[src/rtl/m_mem_access.sv]
// M-stage data-memory access unit.
// Decodes the load/store held in M, issues one registered request to the data
// memory, and stalls the pipeline until the access completes or times out.
// Loads return a lane-selected, sign/zero-extended word in the DONE cycle.
//
// Optional build macro: ALIGN_CHECK_EN
//   When defined, misaligned word/half accesses are rejected without a request
//   and recorded in bus_err_o.
//   When undefined, the low address bits only steer the byte lanes.
//
// Handshake: dm_req rises on the edge leaving IDLE and stays high, with
// dm_we/dm_addr/dm_byteen/dm_wdata frozen, until the first edge that samples
// dm_ready=1 (access done) or until the timeout fires. dm_ready is only
// looked at while the FSM is in BUSY.
module m_mem_access #(
  parameter int TIMEOUT = 16
) (
  input  logic        clk,
  input  logic        reset,
  input  logic [31:0] Instr_M,
  input  logic [31:0] outC_M,
  input  logic [31:0] RD2_M,
  output logic        stall_o,
  output logic [31:0] ld_data_o,
  output logic        bus_err_o,
  output logic        dm_req,
  output logic        dm_we,
  output logic [31:0] dm_addr,
  output logic [3:0]  dm_byteen,
  output logic [31:0] dm_wdata,
  input  logic        dm_ready,
  input  logic [31:0] dm_rdata,
  output logic [1:0]  fsm_state
);

  localparam int CW = $clog2(TIMEOUT + 1);

  localparam logic [5:0] OP_LW  = 6'h23;
  localparam logic [5:0] OP_LH  = 6'h21;
  localparam logic [5:0] OP_LHU = 6'h25;
  localparam logic [5:0] OP_LB  = 6'h20;
  localparam logic [5:0] OP_LBU = 6'h24;
  localparam logic [5:0] OP_SW  = 6'h2b;
  localparam logic [5:0] OP_SH  = 6'h29;
  localparam logic [5:0] OP_SB  = 6'h28;

  localparam logic [1:0] SZ_B = 2'd0;
  localparam logic [1:0] SZ_H = 2'd1;
  localparam logic [1:0] SZ_W = 2'd2;

  typedef enum logic [1:0] {
    S_IDLE = 2'd0,
    S_BUSY = 2'd1,
    S_DONE = 2'd2
  } state_t;

  state_t        state;
  logic [CW-1:0] cnt;
  logic [CW-1:0] cnt_inc;

  // Access attributes captured with the request, used when data returns.
  logic [1:0]    acc_size;
  logic          acc_signed;
  logic          acc_store;
  logic [1:0]    acc_lane;

  logic [5:0]    opcode;
  logic          is_mem;
  logic          is_store;
  logic          is_signed;
  logic [1:0]    size_code;
  logic [3:0]    be_next;
  logic [31:0]   wdata_next;
  logic          misaligned;
  logic [31:0]   ext_data;
  logic [7:0]    sel_byte;
  logic [15:0]   sel_half;
  logic          unused_instr_bits;

  assign opcode            = Instr_M[31:26];
  assign unused_instr_bits = ^Instr_M[25:0];
  assign cnt_inc           = cnt + 1'b1;
  assign fsm_state         = state;

  // Opcode decode into access size, direction and signedness.
  always_comb begin
    is_mem    = 1'b1;
    is_store  = 1'b0;
    is_signed = 1'b0;
    size_code = SZ_W;
    case (opcode)
      OP_LW:  size_code = SZ_W;
      OP_LH:  begin size_code = SZ_H; is_signed = 1'b1; end
      OP_LHU: size_code = SZ_H;
      OP_LB:  begin size_code = SZ_B; is_signed = 1'b1; end
      OP_LBU: size_code = SZ_B;
      OP_SW:  begin size_code = SZ_W; is_store = 1'b1; end
      OP_SH:  begin size_code = SZ_H; is_store = 1'b1; end
      OP_SB:  begin size_code = SZ_B; is_store = 1'b1; end
      default: is_mem = 1'b0;
    endcase
  end

  // Byte lanes and lane-replicated store data for the op currently in M.
  always_comb begin
    be_next    = 4'b1111;
    wdata_next = RD2_M;
    case (size_code)
      SZ_B: begin
        be_next    = 4'b0001 << outC_M[1:0];
        wdata_next = {4{RD2_M[7:0]}};
      end
      SZ_H: begin
        be_next    = outC_M[1] ? 4'b1100 : 4'b0011;
        wdata_next = {2{RD2_M[15:0]}};
      end
      default: begin
        be_next    = 4'b1111;
        wdata_next = RD2_M;
      end
    endcase
  end

`ifdef ALIGN_CHECK_EN
  // Words need addr[1:0]==0, halves need addr[0]==0; bytes are always aligned.
  always_comb begin
    misaligned = 1'b0;
    if (size_code == SZ_W) misaligned = (outC_M[1:0] != 2'b00);
    else if (size_code == SZ_H) misaligned = outC_M[0];
  end
`else
  assign misaligned = 1'b0;
`endif

  // Lane select and extension of the returned word using the latched attributes.
  always_comb begin
    sel_byte = dm_rdata[{acc_lane, 3'b000} +: 8];
    sel_half = acc_lane[1] ? dm_rdata[31:16] : dm_rdata[15:0];
    case (acc_size)
      SZ_B:    ext_data = {{24{acc_signed & sel_byte[7]}}, sel_byte};
      SZ_H:    ext_data = {{16{acc_signed & sel_half[15]}}, sel_half};
      default: ext_data = dm_rdata;
    endcase
  end

  // Stall while a memory op waits in IDLE or the access is in flight; reset releases it.
  assign stall_o = !reset && (((state == S_IDLE) && is_mem) || (state == S_BUSY));

  // Access FSM with registered memory-side outputs and load result.
  always_ff @(posedge clk) begin
    if (reset) begin
      state      <= S_IDLE;
      cnt        <= '0;
      dm_req     <= 1'b0;
      dm_we      <= 1'b0;
      dm_addr    <= '0;
      dm_byteen  <= '0;
      dm_wdata   <= '0;
      ld_data_o  <= '0;
      bus_err_o  <= 1'b0;
      acc_size   <= SZ_W;
      acc_signed <= 1'b0;
      acc_store  <= 1'b0;
      acc_lane   <= 2'b00;
    end else begin
      case (state)
        S_IDLE: begin
          if (is_mem) begin
            if (misaligned) begin
              bus_err_o <= 1'b1;
              ld_data_o <= '0;
              state     <= S_DONE;
            end else begin
              dm_req     <= 1'b1;
              dm_we      <= is_store;
              dm_addr    <= {outC_M[31:2], 2'b00};
              dm_byteen  <= be_next;
              dm_wdata   <= wdata_next;
              acc_size   <= size_code;
              acc_signed <= is_signed;
              acc_store  <= is_store;
              acc_lane   <= outC_M[1:0];
              cnt        <= '0;
              state      <= S_BUSY;
            end
          end
        end
        S_BUSY: begin
          if (dm_ready) begin
            dm_req <= 1'b0;
            if (!acc_store) ld_data_o <= ext_data;
            state  <= S_DONE;
          end else if (cnt_inc == CW'(TIMEOUT)) begin
            cnt       <= cnt_inc;
            dm_req    <= 1'b0;
            bus_err_o <= 1'b1;
            ld_data_o <= '0;
            state     <= S_DONE;
          end else begin
            cnt <= cnt_inc;
          end
        end
        S_DONE: begin
          state <= S_IDLE;
        end
        default: begin
          state <= S_IDLE;
        end
      endcase
    end
  end

endmodule

[config.mk]
export PLATFORM = sky130hd
export DESIGN_NAME = m_mem_access
export DESIGN_NICKNAME = d
export VERILOG_FILES = /design/src/rtl/m_mem_access.sv
export SDC_FILE = /design/constraint.sdc
export NUM_CORES = 1
export LEC_CHECK = 0
export BUFFER_PORTS_ARGS = -buffer_cell sky130_fd_sc_hd__buf_2
export CORE_AREA = 2 2 104 106
export CTS_BUF_LIST = sky130_fd_sc_hd__clkbuf_8
export CTS_CLUSTER_DIAMETER = 100
export DETAILED_ROUTE_END_ITERATION = 8
export DIE_AREA = 0 0 106 108
export GPL_TIMING_DRIVEN = 0
export PLACE_DENSITY = 0.88
export REMOVE_ABC_BUFFERS = 1
export SLEW_MARGIN = 20
export SYNTH_ARGS = -nofsm -noshare
export SYNTH_HDL_FRONTEND = slang
export SYNTH_SLANG_ARGS = --single-unit
[constraint.sdc]
create_clock -name clk -period 5.2 [get_ports clk]
set_input_delay 1.04 -clock clk [delete_from_list [all_inputs] [get_ports clk]]
set_output_delay 1.04 -clock clk [all_outputs]
set_load 0.005 [all_outputs]
==> Word-level counts from Yosys, hierarchy flattened <==
Index checks and enable logic that the tools add are counted.
Widths: inputs -> output; s select.
{ "totals": {"regBits": 113, "latchBits": 0, "ramBits": 0, "romBits": 0, "in_bits": 131, "out_inout_bits": 106, "elab_cells": 77, "mem_count": 0} }
{ "op_classes": {"n_addsub": 1, "mul": 0, "div_mod_pow": 0, "n_lt_le_gt_ge": 0, "eq_ne": 16, "shifts": 2, "n_mux": 23, "bitwise_logic": 3, "reduce_logical": 20} }
{ "ops": {"columns": ["cell", "count"], "rows": [
  ["$pmux 32 s2", 2],
  ["$mux 32", 3],
  ["$eq 6x6->1 const B", 8],
  ["$shiftx 32x6->8", 1],
  ["$mux 16", 1],
  ["$reduce_and 3->1", 4],
  ["$mux 5", 2],
  ["$pmux 5 s2", 1],
  ["$reduce_or 3->1", 3],
  ["$pmux 2 s2", 2],
  ["$pmux 4 s2", 1],
  ["$reduce_or 8->1", 1],
  ["$eq 2x1->1 const B", 3],
  ["$logic_not 2->1", 3],
  ["$mux 1", 6],
  ["$mux 2", 3],
  ["$ne 2x2->1 const B", 3],
  ["$add 5x1->5 const B", 1],
  ["$eq 5x5->1 const B", 1],
  ["$mux 4", 1],
  ["$reduce_and 2->1", 2],
  ["$reduce_bool 2->1", 2],
  ["$shl 1x2->4 const A", 1],
  ["$ne 3x2->1 const B", 1],
  ["other kinds (7)", 9]
]} }

==> Logic depth before layout (Yosys ltp) <==
Gate-level depths: netlist of the first run.
{ "depth": {"ltp_word": 6, "mapped_depth": 7, "ltp_nobuf": 5} }

==> Worst setup path before layout of the first run <==
No wires, ideal clock.
{ "synth_path": {"kind": "input to output", "startpoint": "input port Instr_M[29]", "endpoint": "output port stall_o", "t_arrival_ns": 1.994, "t_required_ns": 4.160, "path_slack_ns": 2.166, "stages": 4, "path_buffers": 1, "path_cell_list": "o21ai_0 -> nand4_1 -> clkbuf_1 -> a21oi_1"} }
{ "synth_between": {"elab_chain_len": 6, "word_cells_on_any_way": 13, "classes_between": "eq/ne: 8; mux: 1; reduce/logical: 4"} }
{ "synth_rtl": {"columns": ["item", "line", "source"], "rows": [
  ["from (decl)", "20", "input logic [31:0] Instr_M,"],
  ["$eq 6x6->1", "91", "case (opcode)"],
  ["$reduce_or 8->1 (no source line) *", null, null],
  ["$mux 1 *", "91", null],
  ["$logic_and 1x1->1 *", "147", "assign stall_o = !reset && (((state == S_IDLE) && is_mem) || (state == S_BUSY));"],
  ["$logic_or 1x1->1 *", "147", null],
  ["$logic_and 1x1->1 *", "147", null],
  ["to (decl)", "23", "output logic stall_o,"]
]} }
Mark *: on every way between the ends. The rest lies on a longest branch, timed or not.

==> Worst setup path in the final report of the first run <==
{ "layout_path": {"startpoint": "input port Instr_M[26]", "endpoint": "output port stall_o"} }
Same word-level chain as after synthesis.

==> summary.md, run 1 <==
| Metric | Value |
|---|---|
| # rows | `37` |
| Yosys top cell area share | `0.4203` |
| Die Ht | `108 µm` |
| Max cap viols | `0` |
| Max-slew headroom at the worst pin | `0.3088` |
| Netlist cell types | `51` |
| F_max | `280.3 MHz` |
| Clock transition at path regs | `0.08 ns` |
| Core Area | `10230 µm²` |
| Reg2reg start | `cnt[0]` |
| Crit path time final | `3.567 ns` |
| Placed inst area | `6469 µm²` |
| I/O pin total | `237` |
| Fraction of layout cells with a size suffix above 1 | `0.2875` |
| Port Buf Inserts | `208` |
| Slew @ Worst Pin | `1.026 ns` |
| Ys flop type | `dfxtp_1` |
| Post-synthesis instance area | `5383 µm²` |
| WL per Instance | `15.80 µm` |
| Post-synth EDFFs | `0` |
| Area grow syn2layout | `27.92%` |
| Vias/cell | `5.585` |
| # DRC | `0` |
| Yosys warning count | `0` |
| CP Launch Point | `Instr_M[26]` |
| RD Place Congestion | `0.9631` |
| Clk_lat worst skew | `0.42 ns` |
| Number of diodes | `0` |
| DRT iter0 DRCs | `262` |
| Setup Skew | `0.01539 ns` |
| RSZ-0062 raised after global routing | `false` |
| Most common cell after layout, fill and taps aside | `buf_2` |
| Crit Path Max Fanout | `14` |
| Vias | `5713` |
| Async S/R FF share, synth | `0` |
| Global route overflow | `0` |
| CTS tree | `done` |
| Total CTS buffers | `17` |
| Hold Crit Start | `dm_addr[6]` |
| Final hold vios | `0` |
| DP HPWL | `11460 µm` |
| Final nets | `1007` |
| Critical path class | `input port to primary output` |
| Hold Crit Class | `register to register` |
| Max VDD drop | `0.2004 mV` |
| RR Endpoint | `ld_data_o[23]` |
| Crit path DAT | `2.53 ns` |
| Die W | `106 µm` |
| Starting Density | `0.5261` |
| Most frequent cells in the layout | `207 x buf_2, 139 x nand2_1, 113 x dfxtp_1` |
| CTS resizes | `0` |
| Cell area after layout | `6885 µm²` |
| First-pass GRT wire length | `25690 µm` |
| Max-slew violations | `0` |
| Run status | `completed` |
| Vias in the first global route | `5384` |
| Htree depth | `4` |
| Wirelength, routed | `16170 µm` |
| Reg-to-reg slack, setup | `2.44 ns` |
| WHS Path Cells | `2` |
| Final TNS setup | `0 ns` |
| Deepest clock path buffer count | `2` |
| CP required | `4.16 ns` |
| Die area | `11450 µm²` |
| Initial antenna violation count | `0` |
| Root Buffer | `clkbuf_8` |
| Sequential fraction of the synthesis area | `0.4203` |
| All-layer global routing usage | `0.2792` |
| Post-CTS Setup Repair Bufs | `0` |
| Syn Area/Cell | `7.734 µm²` |
| CTS sink cnt | `113` |
| Largest net degree at the start of global routing | `65` |
| Antenna viol nets, final | `0` |
| Top post-synthesis cells by area | `dfxtp_1 42%, nand2_1 9.7%, a21oi_1 8.6%, mux2i_1 3.9%, o21ai_0 3.3%` |
| Final Cycle Share | `0.6860` |
| Pwr/cell area | `289.7 nW/µm²` |
| Largest area contributor in the netlist | `dfxtp_1` |
| Startpoint types | `input port` |
| # hold bufs at CTS | `0` |
| R2R depth | `5` |
| Static leakage power | `3.073 nW` |
| Worst hold endpoint | `dm_addr[6]` |
| Worst Setup End Kind | `primary output` |
| Drt first pass iters | `7` |
| Syn Inst Count | `696` |
| Final setup violation count | `0` |
| FF+latch count, synth | `113` |
==> synthesized netlist by cell type, types with 3 or more instances <==
| cell type | count |
|---|---|
| nor2_1 | 24 |
| o21ai_0 | 36 |
| buf_1 | 5 |
| clkbuf_1 | 42 |
| a31oi_1 | 3 |
| nand3b_1 | 5 |
| a22oi_1 | 8 |
| a211oi_1 | 7 |
| a211o_1 | 6 |
| nor2b_1 | 9 |
| o22ai_1 | 7 |
| o211ai_1 | 4 |
| buf_4 | 3 |
| mux2i_1 | 21 |
| buf_2 | 6 |
| inv_1 | 37 |
| nand3_1 | 3 |
| o311ai_0 | 8 |
| o221ai_1 | 8 |
| o41ai_1 | 7 |
| and3b_1 | 7 |
| nor3b_1 | 11 |
| and2_1 | 8 |
| nor3_1 | 30 |
| nand2_1 | 139 |
| dfxtp_1 | 113 |
| nand2b_1 | 7 |
| or3_1 | 7 |
| a21oi_1 | 93 |
==> where the power goes <==
group | internal (W) | switching [W] | leakage (nW)
clock network | 0.000456 | 0.000418 | 0.208
registers | 0.000889 | 0.0000173 | 0.915
logic | 0.0000894 | 0.000124 | 1.95
==> metal layers <==
| layer | track usage | vias to the layer above | part of all wire | routed length (µm) |
|---|---|---|---|---|
| li1 | - | 2774 | - | - |
| met5 | 0 | - | 0 | 0 |
| met4 | 0.09023 | 0 | 0.015 | 241 |
| met3 | 0.07776 | 27 | 0.091 | 1465 |
| met1 | 0.3431 | 2628 | 0.41 | 6574 |
| met2 | 0.4765 | 284 | 0.49 | 7883 |
==> state kept, by name (all words and copies together), names as in the netlist <==
register and cells:
dm_byteen 4, acc_store 1, acc_signed 1, dm_req 1, dm_wdata 32, acc_lane 2
acc_size 2, dm_addr 30, fsm_state 2, ld_data_o 32, cnt 5, bus_err_o 1
==> through the flow <==
step | worst slack [ns] | hold WS (ns) | utilization | cells | power [W]
2_1_floorplan | 0.7815 | 0.4422 | - | 640 | 0.001015
3_3_place_gp | -0.6741 | 0.4355 | 0.6214 | 984 | 0.001124
3_5_place_dp | 1.633 | 0.4420 | 0.6323 | 991 | 0.001136
4_1_cts | 1.280 | 0.4527 | 0.6727 | 1023 | 0.002000
5_1_grt | 1.553 | 0.4787 | 0.6730 | 1023 | 0.002069
6_report | 1.633 | 0.4532 | 0.6730 | 1023 | 0.001995
==> worst max path at each step <==
stage	to	slack (ns)	cells after the start
after floorplan	stall_o	0.78	3
after global placement	stall_o	-0.67	5
final	stall_o	1.63	6
after detailed placement	stall_o	1.63	6
after CTS	stall_o	1.28	5
after global routing	stall_o	1.55	5
==> worst max-delay path, cell delays in order <==
cell and delay (ns):
buf_2 0.33, nand2b_1 0.22, nand4_1 0.37, buf_6 0.31
a21oi_1 0.12, buf_2 0.12
==> logic make-up (layout without fill, tap and decap cells) <==
group	after synthesis	after routing	share of synthesized area
fa+ha+maj	2	2	0.004648
compound gates	199	199	0.2252
flops	113	113	0.4203
buf+inv	95	285	0.07113
simple gates	263	263	0.2327
other cells	1	2	0.0006967
mux	23	23	0.04533
==> area by class of cell <==
cell class	count	area, µm²
Fill cell	885	3346
Multi-Input combinational cell	489	2745
Sequential cell	113	2262
Timing Repair Buffer	215	1151
Clock buffer	18	247.7
Tap cell	136	170.2
Clock inverter	14	166.4
Inverter	38	142.6
(Power assumes the default switching activity.)
==> inputs of run 2 (changes only) <==
Settings changed: CORE_AREA 2 2 104 106 to 2 2 114 116, DIE_AREA 0 0 106 108 to 0 0 116 118, PLACE_DENSITY 0.88 to 0.78.
Clock period 5.2 ns to 2.85 ns, I/O delays scaled along.
==> run 2 against run 1 <==
Global-route usage is 4.0 points lower. Worst hold slack got worse by 0.089 ns. Via count is 1.1% lower. Sequential power is 82% higher. Die area rose by 20%. Clock-buffer cell count grew 1. Sequential share of layout area is essentially flat. Sequential cell count is the same. Utilization decreased by 12 points. Total power is 74% higher.
==> summary.md, run 2 (synthesis results as in run 1) <==
| Metric | Value |
|---|---|
| Levels on crit path | `4` |
| Hold slack | `0.3643 ns` |
| Die area | `13690 µm²` |
| Drt first pass iters | `7` |
| RD Place Congestion | `0.8738` |
| Largest registers | `dm_wdata: 32 flops, ld_data_o: 32 flops, dm_addr: 30 flops` |
| FF+latch area | `2262 µm²` |
| Final setup violation count | `0` |
| Clock transition at path regs | `0.07 ns` |
| Deepest clock path buffer count | `2` |
| Multi-input logic area | `2756 µm²` |
| Max VDD drop | `0.3338 mV` |
| Vias/cell | `5.347` |
| # DRC | `0` |
| Pwr/cell area | `503.9 nW/µm²` |
| # rows | `41` |
| Reg2reg start | `acc_size[1]` |
| RR Endpoint | `ld_data_o[13]` |
| Global route overflow | `0` |
| CP Cell Sequence | `nor2_2 > nand4_1 > a21oi_1 > buf_2` |
| RSZ-0062 raised after global routing | `false` |
| Root Buffer | `clkbuf_8` |
| DP HPWL | `11610 µm` |
| Reg-to-reg slack, setup | `0.32 ns` |
| Final nets | `1007` |
| Finished Layout Cells | `1057` |
| Run status | `completed` |
| Startpoint types | `register` |
| Setup Skew | `0.007088 ns` |
| Vias in the first global route | `5304` |
| # hold bufs at CTS | `0` |
| Crit path time final | `2.606 ns` |
| DRT iter0 DRCs | `360` |
| Worst hold endpoint | `dm_addr[11]` |
| Final hold vios | `0` |
| Crit Path Max Fanout | `21` |
| Slew @ Worst Pin | `1.116 ns` |
| Max-slew violations | `0` |
| Crit path buffers/inverters | `1` |
| Antenna viol nets, final | `0` |
| CP delay by family, top | `simple AND/OR/NAND/NOR gates` |
| Largest net degree at the start of global routing | `53` |
| Core Area | `12410 µm²` |
| Worst Setup End Kind | `primary output` |
| Cell area after layout | `6882 µm²` |
| Hold Crit Class | `input port to register` |
| WL per Instance | `15.49 µm` |
| CP max stage cell | `nor2_2` |
| Max-slew headroom at the worst pin | `0.2494` |
| Post-layout util | `0.5543` |
| WHS Path Cells | `3` |
| Most common cell after layout, fill and taps aside | `buf_2` |
| CP required | `2.28 ns` |
| Inst Count DP | `1026` |
| R2R depth | `4` |
| Die W | `116 µm` |
| Htree depth | `4` |
| CP peak stage delay | `0.61 ns` |
| Total CTS buffers | `17` |
| Number of diodes | `0` |
| CTS sink cnt | `113` |
| I/O pin total | `237` |
| Vias | `5652` |
| Static leakage power | `3.069 nW` |
| F_max | `383.7 MHz` |
| All-layer global routing usage | `0.2388` |
| Final Cycle Share | `0.9145` |
| Hold Crit Start | `outC_M[11]` |
| Clk_lat worst skew | `0.44 ns` |
| Placed inst area | `6499 µm²` |
| Area grow syn2layout | `27.85%` |
| Die Ht | `118 µm` |
| CTS tree | `done` |
| Crit path DAT | `2.04 ns` |
| Fraction of layout cells with a size suffix above 1 | `0.2825` |
| Most frequent cells in the layout | `207 x buf_2, 139 x nand2_1, 113 x dfxtp_1` |
| Max cap viols | `0` |
| Starting Density | `0.4336` |
| Port Buf Inserts | `208` |
| Initial antenna violation count | `0` |
| First-pass GRT wire length | `26110 µm` |
| Wirelength, routed | `16380 µm` |
| Critical path class | `register to primary output` |
| # fillers | `1233` |
## run 2: changes by cell type in the layout (fill, tap and decap cells not counted), moves of 2 or more
cell,before,now
inv_1,37,41
clkinv_2,0,5
clkinv_4,2,0
inv_6,8,0
## run 2: per-layer routing
layer,vias up,part of all wire,GRT usage
met3,33,0.10,0.08754
li1,2771,-,-
met4,0,0.021,0.08705
met5,-,0,0
met1,2592,0.42,0.2963
met2,256,0.45,0.3776
## run 2: where the power goes
| group | internal (W) | switching, W |
|---|---|---|
| Combinational | 0.000163 | 0.000229 |
| Clock | 0.000791 | 0.000629 |
| Sequential | 0.00162 | 0.0000306 |
## run 2: repair_timing
action,in CTS,in global routing
gates resized for setup,1,1
endpoints found under the setup margin,61,18
pin swaps,1,0
buffers inserted,1,0
gates cloned,0,0
## run 2: final cells by class
type                            instances  area share
Multi-Input combinational cell        489      0.4005
Sequential cell                       113      0.3287
Timing Repair Buffer                  215      0.1662
Clock buffer                           19     0.03800
Tap cell                              172     0.03127
Inverter                               38     0.02073
Clock inverter                         11     0.01455
## run 2: metrics by stage
step	total power [W]	setup TNS, ns	setup WS [ns]
2_1_floorplan	0.001851	-18.89	-0.7940
3_3_place_gp	0.002058	-164.66	-2.717
3_5_place_dp	0.002076	-10.46	-0.4837
4_1_cts	0.003486	0	0.1233
5_1_grt	0.003608	0	0.04191
6_report	0.003468	0	0.2438
## run 2: worst max path at each step
stage / startpoint / to / slack [ns]
after floorplan: fsm_state[1] / stall_o / -0.79
after global placement: fsm_state[1] / stall_o / -2.72
after detailed placement: fsm_state[1] / dm_wdata[14] / -0.48
after CTS: cnt[0] / ld_data_o[7] / 0.12
after global routing: fsm_state[1] / stall_o / 0.04
final: fsm_state[1] / stall_o / 0.24
## run 2: worst reg2reg max path, delay by kind of cell (launching register included)
family                 cells  cell delay, ns
and+or+nand+nor            2            1.14
buffers and inverters      1            0.41
DFF                        1            0.79
AOI/OAI and AO/OA          1            0.11
==> inputs of run 3 (changes only) <==
--- a/config.mk
+++ b/config.mk
@@ -8,3 +8,3 @@
 export BUFFER_PORTS_ARGS = -buffer_cell sky130_fd_sc_hd__buf_2
-export CORE_AREA = 2 2 114 116
+export CORE_AREA = 2 2 104 106
 export CTS_BUF_LIST = sky130_fd_sc_hd__clkbuf_8
@@ -12,5 +12,5 @@
 export DETAILED_ROUTE_END_ITERATION = 8
-export DIE_AREA = 0 0 116 118
-export GPL_TIMING_DRIVEN = 0
-export PLACE_DENSITY = 0.78
+export DIE_AREA = 0 0 106 108
+export GPL_TIMING_DRIVEN = 1
+export PLACE_DENSITY = 0.88
 export REMOVE_ABC_BUFFERS = 1
==> constraint.sdc (replaced) <==
create_clock -name clk -period 3.3 [get_ports clk]
set_input_delay 0.66 -clock clk [delete_from_list [all_inputs] [get_ports clk]]
set_output_delay 0.66 -clock clk [all_outputs]
set_load 0.02 [all_outputs]
==> run 3 against run 2 <==
Combinational power is 3% lower. Sequential share of layout area is 0.28 points higher. Critical path type is now register to register. Largest cell class unchanged. First-iteration DRC count is 17% lower. Critical endpoint is now ld_data_o[21]. Clock-buffer cell count is 2 lower. Clock skew is 0.0085 ns higher.
==> summary.md, run 3 (synthesis results as in run 1) <==
| Metric | Value |
|---|---|
| Static leakage power | `3.062 nW` |
| Setup Skew | `0.01560 ns` |
| Starting Density | `0.5261` |
| Max-slew violations | `0` |
| Die area | `11450 µm²` |
| Global route overflow | `0` |
| Crit Path Max Fanout | `14` |
| Max VDD drop | `0.3054 mV` |
| Largest registers | `dm_wdata: 32 flops, ld_data_o: 32 flops, dm_addr: 30 flops` |
| Critical path class | `register to register` |
| Inst Count DP | `998` |
| Drt first pass iters | `5` |
| Number of diodes | `0` |
| # hold bufs at CTS | `0` |
| Crit path time final | `2.656 ns` |
| Fraction of layout cells with a size suffix above 1 | `0.2919` |
| Max-slew headroom at the worst pin | `0.3288` |
| Worst Setup End Kind | `register` |
| Vias | `5699` |
| Root Buffer | `clkbuf_8` |
| Vias/cell | `5.533` |
| Most common cell after layout, fill and taps aside | `buf_2` |
| CTS resizes | `0` |
| # rows | `37` |
| Htree depth | `4` |
| Wirelength, routed | `15950 µm` |
| # DRC | `0` |
| Slew @ Worst Pin | `0.9962 ns` |
| Final TNS setup | `0 ns` |
| Die Ht | `108 µm` |
| Pwr/cell area | `438.8 nW/µm²` |
| Post-layout util | `0.6670` |
| CTS sink cnt | `113` |
| All-layer global routing usage | `0.2806` |
| DRT iter0 DRCs | `298` |
| Startpoint types | `register` |
| Area grow syn2layout | `26.78%` |
| # fillers | `891` |
| Most frequent cells in the layout | `208 x buf_2, 139 x nand2_1, 113 x dfxtp_1` |
| Deepest clock path buffer count | `2` |
| Final nets | `1014` |
| RSZ-0062 raised after global routing | `false` |
| Final hold vios | `0` |
| Crit path DAT | `2.99 ns` |
| DP HPWL | `11380 µm` |
| Port Buf Inserts | `208` |
| RD Place Congestion | `0.9712` |
| Total CTS buffers | `17` |
| CP required | `3.64 ns` |
| Initial antenna violation count | `0` |
| Antenna viol nets, final | `0` |
| Final Cycle Share | `0.8047` |
| Clock transition at path regs | `0.07 ns` |
| Hold Crit Class | `register to register` |
| Die W | `106 µm` |
| WL per Instance | `15.49 µm` |
| Vias in the first global route | `5400` |
| CTS tree | `done` |
| Final setup violation count | `0` |
| Post-CTS Setup Repair Bufs | `0` |
| Clk_lat worst skew | `0.43 ns` |
| Max cap viols | `0` |
| Run status | `completed` |
| Largest net degree at the start of global routing | `72` |
| Finished Layout Cells | `1030` |
| Core Area | `10230 µm²` |
| First-pass GRT wire length | `25760 µm` |
| F_max | `376.6 MHz` |
| I/O pin total | `237` |
[run 3: cell count changes in the layout (fill, tap and decap cells not counted), moves of 3 or more]
cell | previous run | this run
buf_6 | 4 | 0
clkinv_2 | 5 | 2
inv_1 | 41 | 37
inv_6 | 0 | 5
clkinv_4 | 0 | 4
buf_4 | 2 | 14
[run 3: worst max-delay path, stage by stage, from the launching register on]
cell and delay [ns]:
dfxtp_1 0.56, clkinv_1 0.35, o21ai_0 0.87, o221ai_1 0.53
o22ai_1 0.27
[run 3: area by class of cell]
type	instances	area (µm²)	share of cell area
clock buffers	17	234.0	0.03429
clock inverters	15	126.4	0.01852
inverters	38	142.6	0.02090
multi-input cells	489	2743	0.4019
flip-flops and latches	113	2262	0.3315
well taps	136	170.2	0.02494
repair buffers	222	1146	0.1680
[run 3: per-stage QoR]
stage          setup slack, ns  cell area [µm²]  total power [W]  hold WS [ns]
3_5_place_dp            0.6520             6464         0.001833        0.4383
3_3_place_gp            0.7239             6464         0.001826        0.4363
5_1_grt                 0.4029             6824         0.003118        0.4553
4_1_cts                 0.6631             6824         0.003010        0.4457
6_report                0.6444             6824         0.002994        0.4496
2_1_floorplan          -0.8789             5146         0.001642        0.4593
[run 3: layer usage]
metal | GRT usage | routed length, µm | up-vias
li1 | - | - | 2795
met1 | 0.3395 | 6463 | 2619
met2 | 0.4747 | 7780 | 255
met3 | 0.08680 | 1413 | 30
met4 | 0.09962 | 297 | 0
met5 | 0 | 0 | -
[run 3: path summary, 6_finish.rpt]
path | from | to | slack (ns) | depth (start not counted)
worst max-delay path | acc_size[0] | ld_data_o[21] | 0.64 | 4
worst min-delay path | ld_data_o[21] | ld_data_o[21] | 0.45 | 2
worst min register to register | ld_data_o[21] | ld_data_o[21] | 0.45 | 2
worst max register to register | acc_size[0] | ld_data_o[21] | 0.64 | 4
[run 3: power by group]
group          total [W]  switching (W)  leakage (nW)  internal, W
logic           0.000379       0.000241          1.96     0.000139
registers        0.00143      0.0000250         0.915      0.00140
clock network    0.00119       0.000648         0.182     0.000541
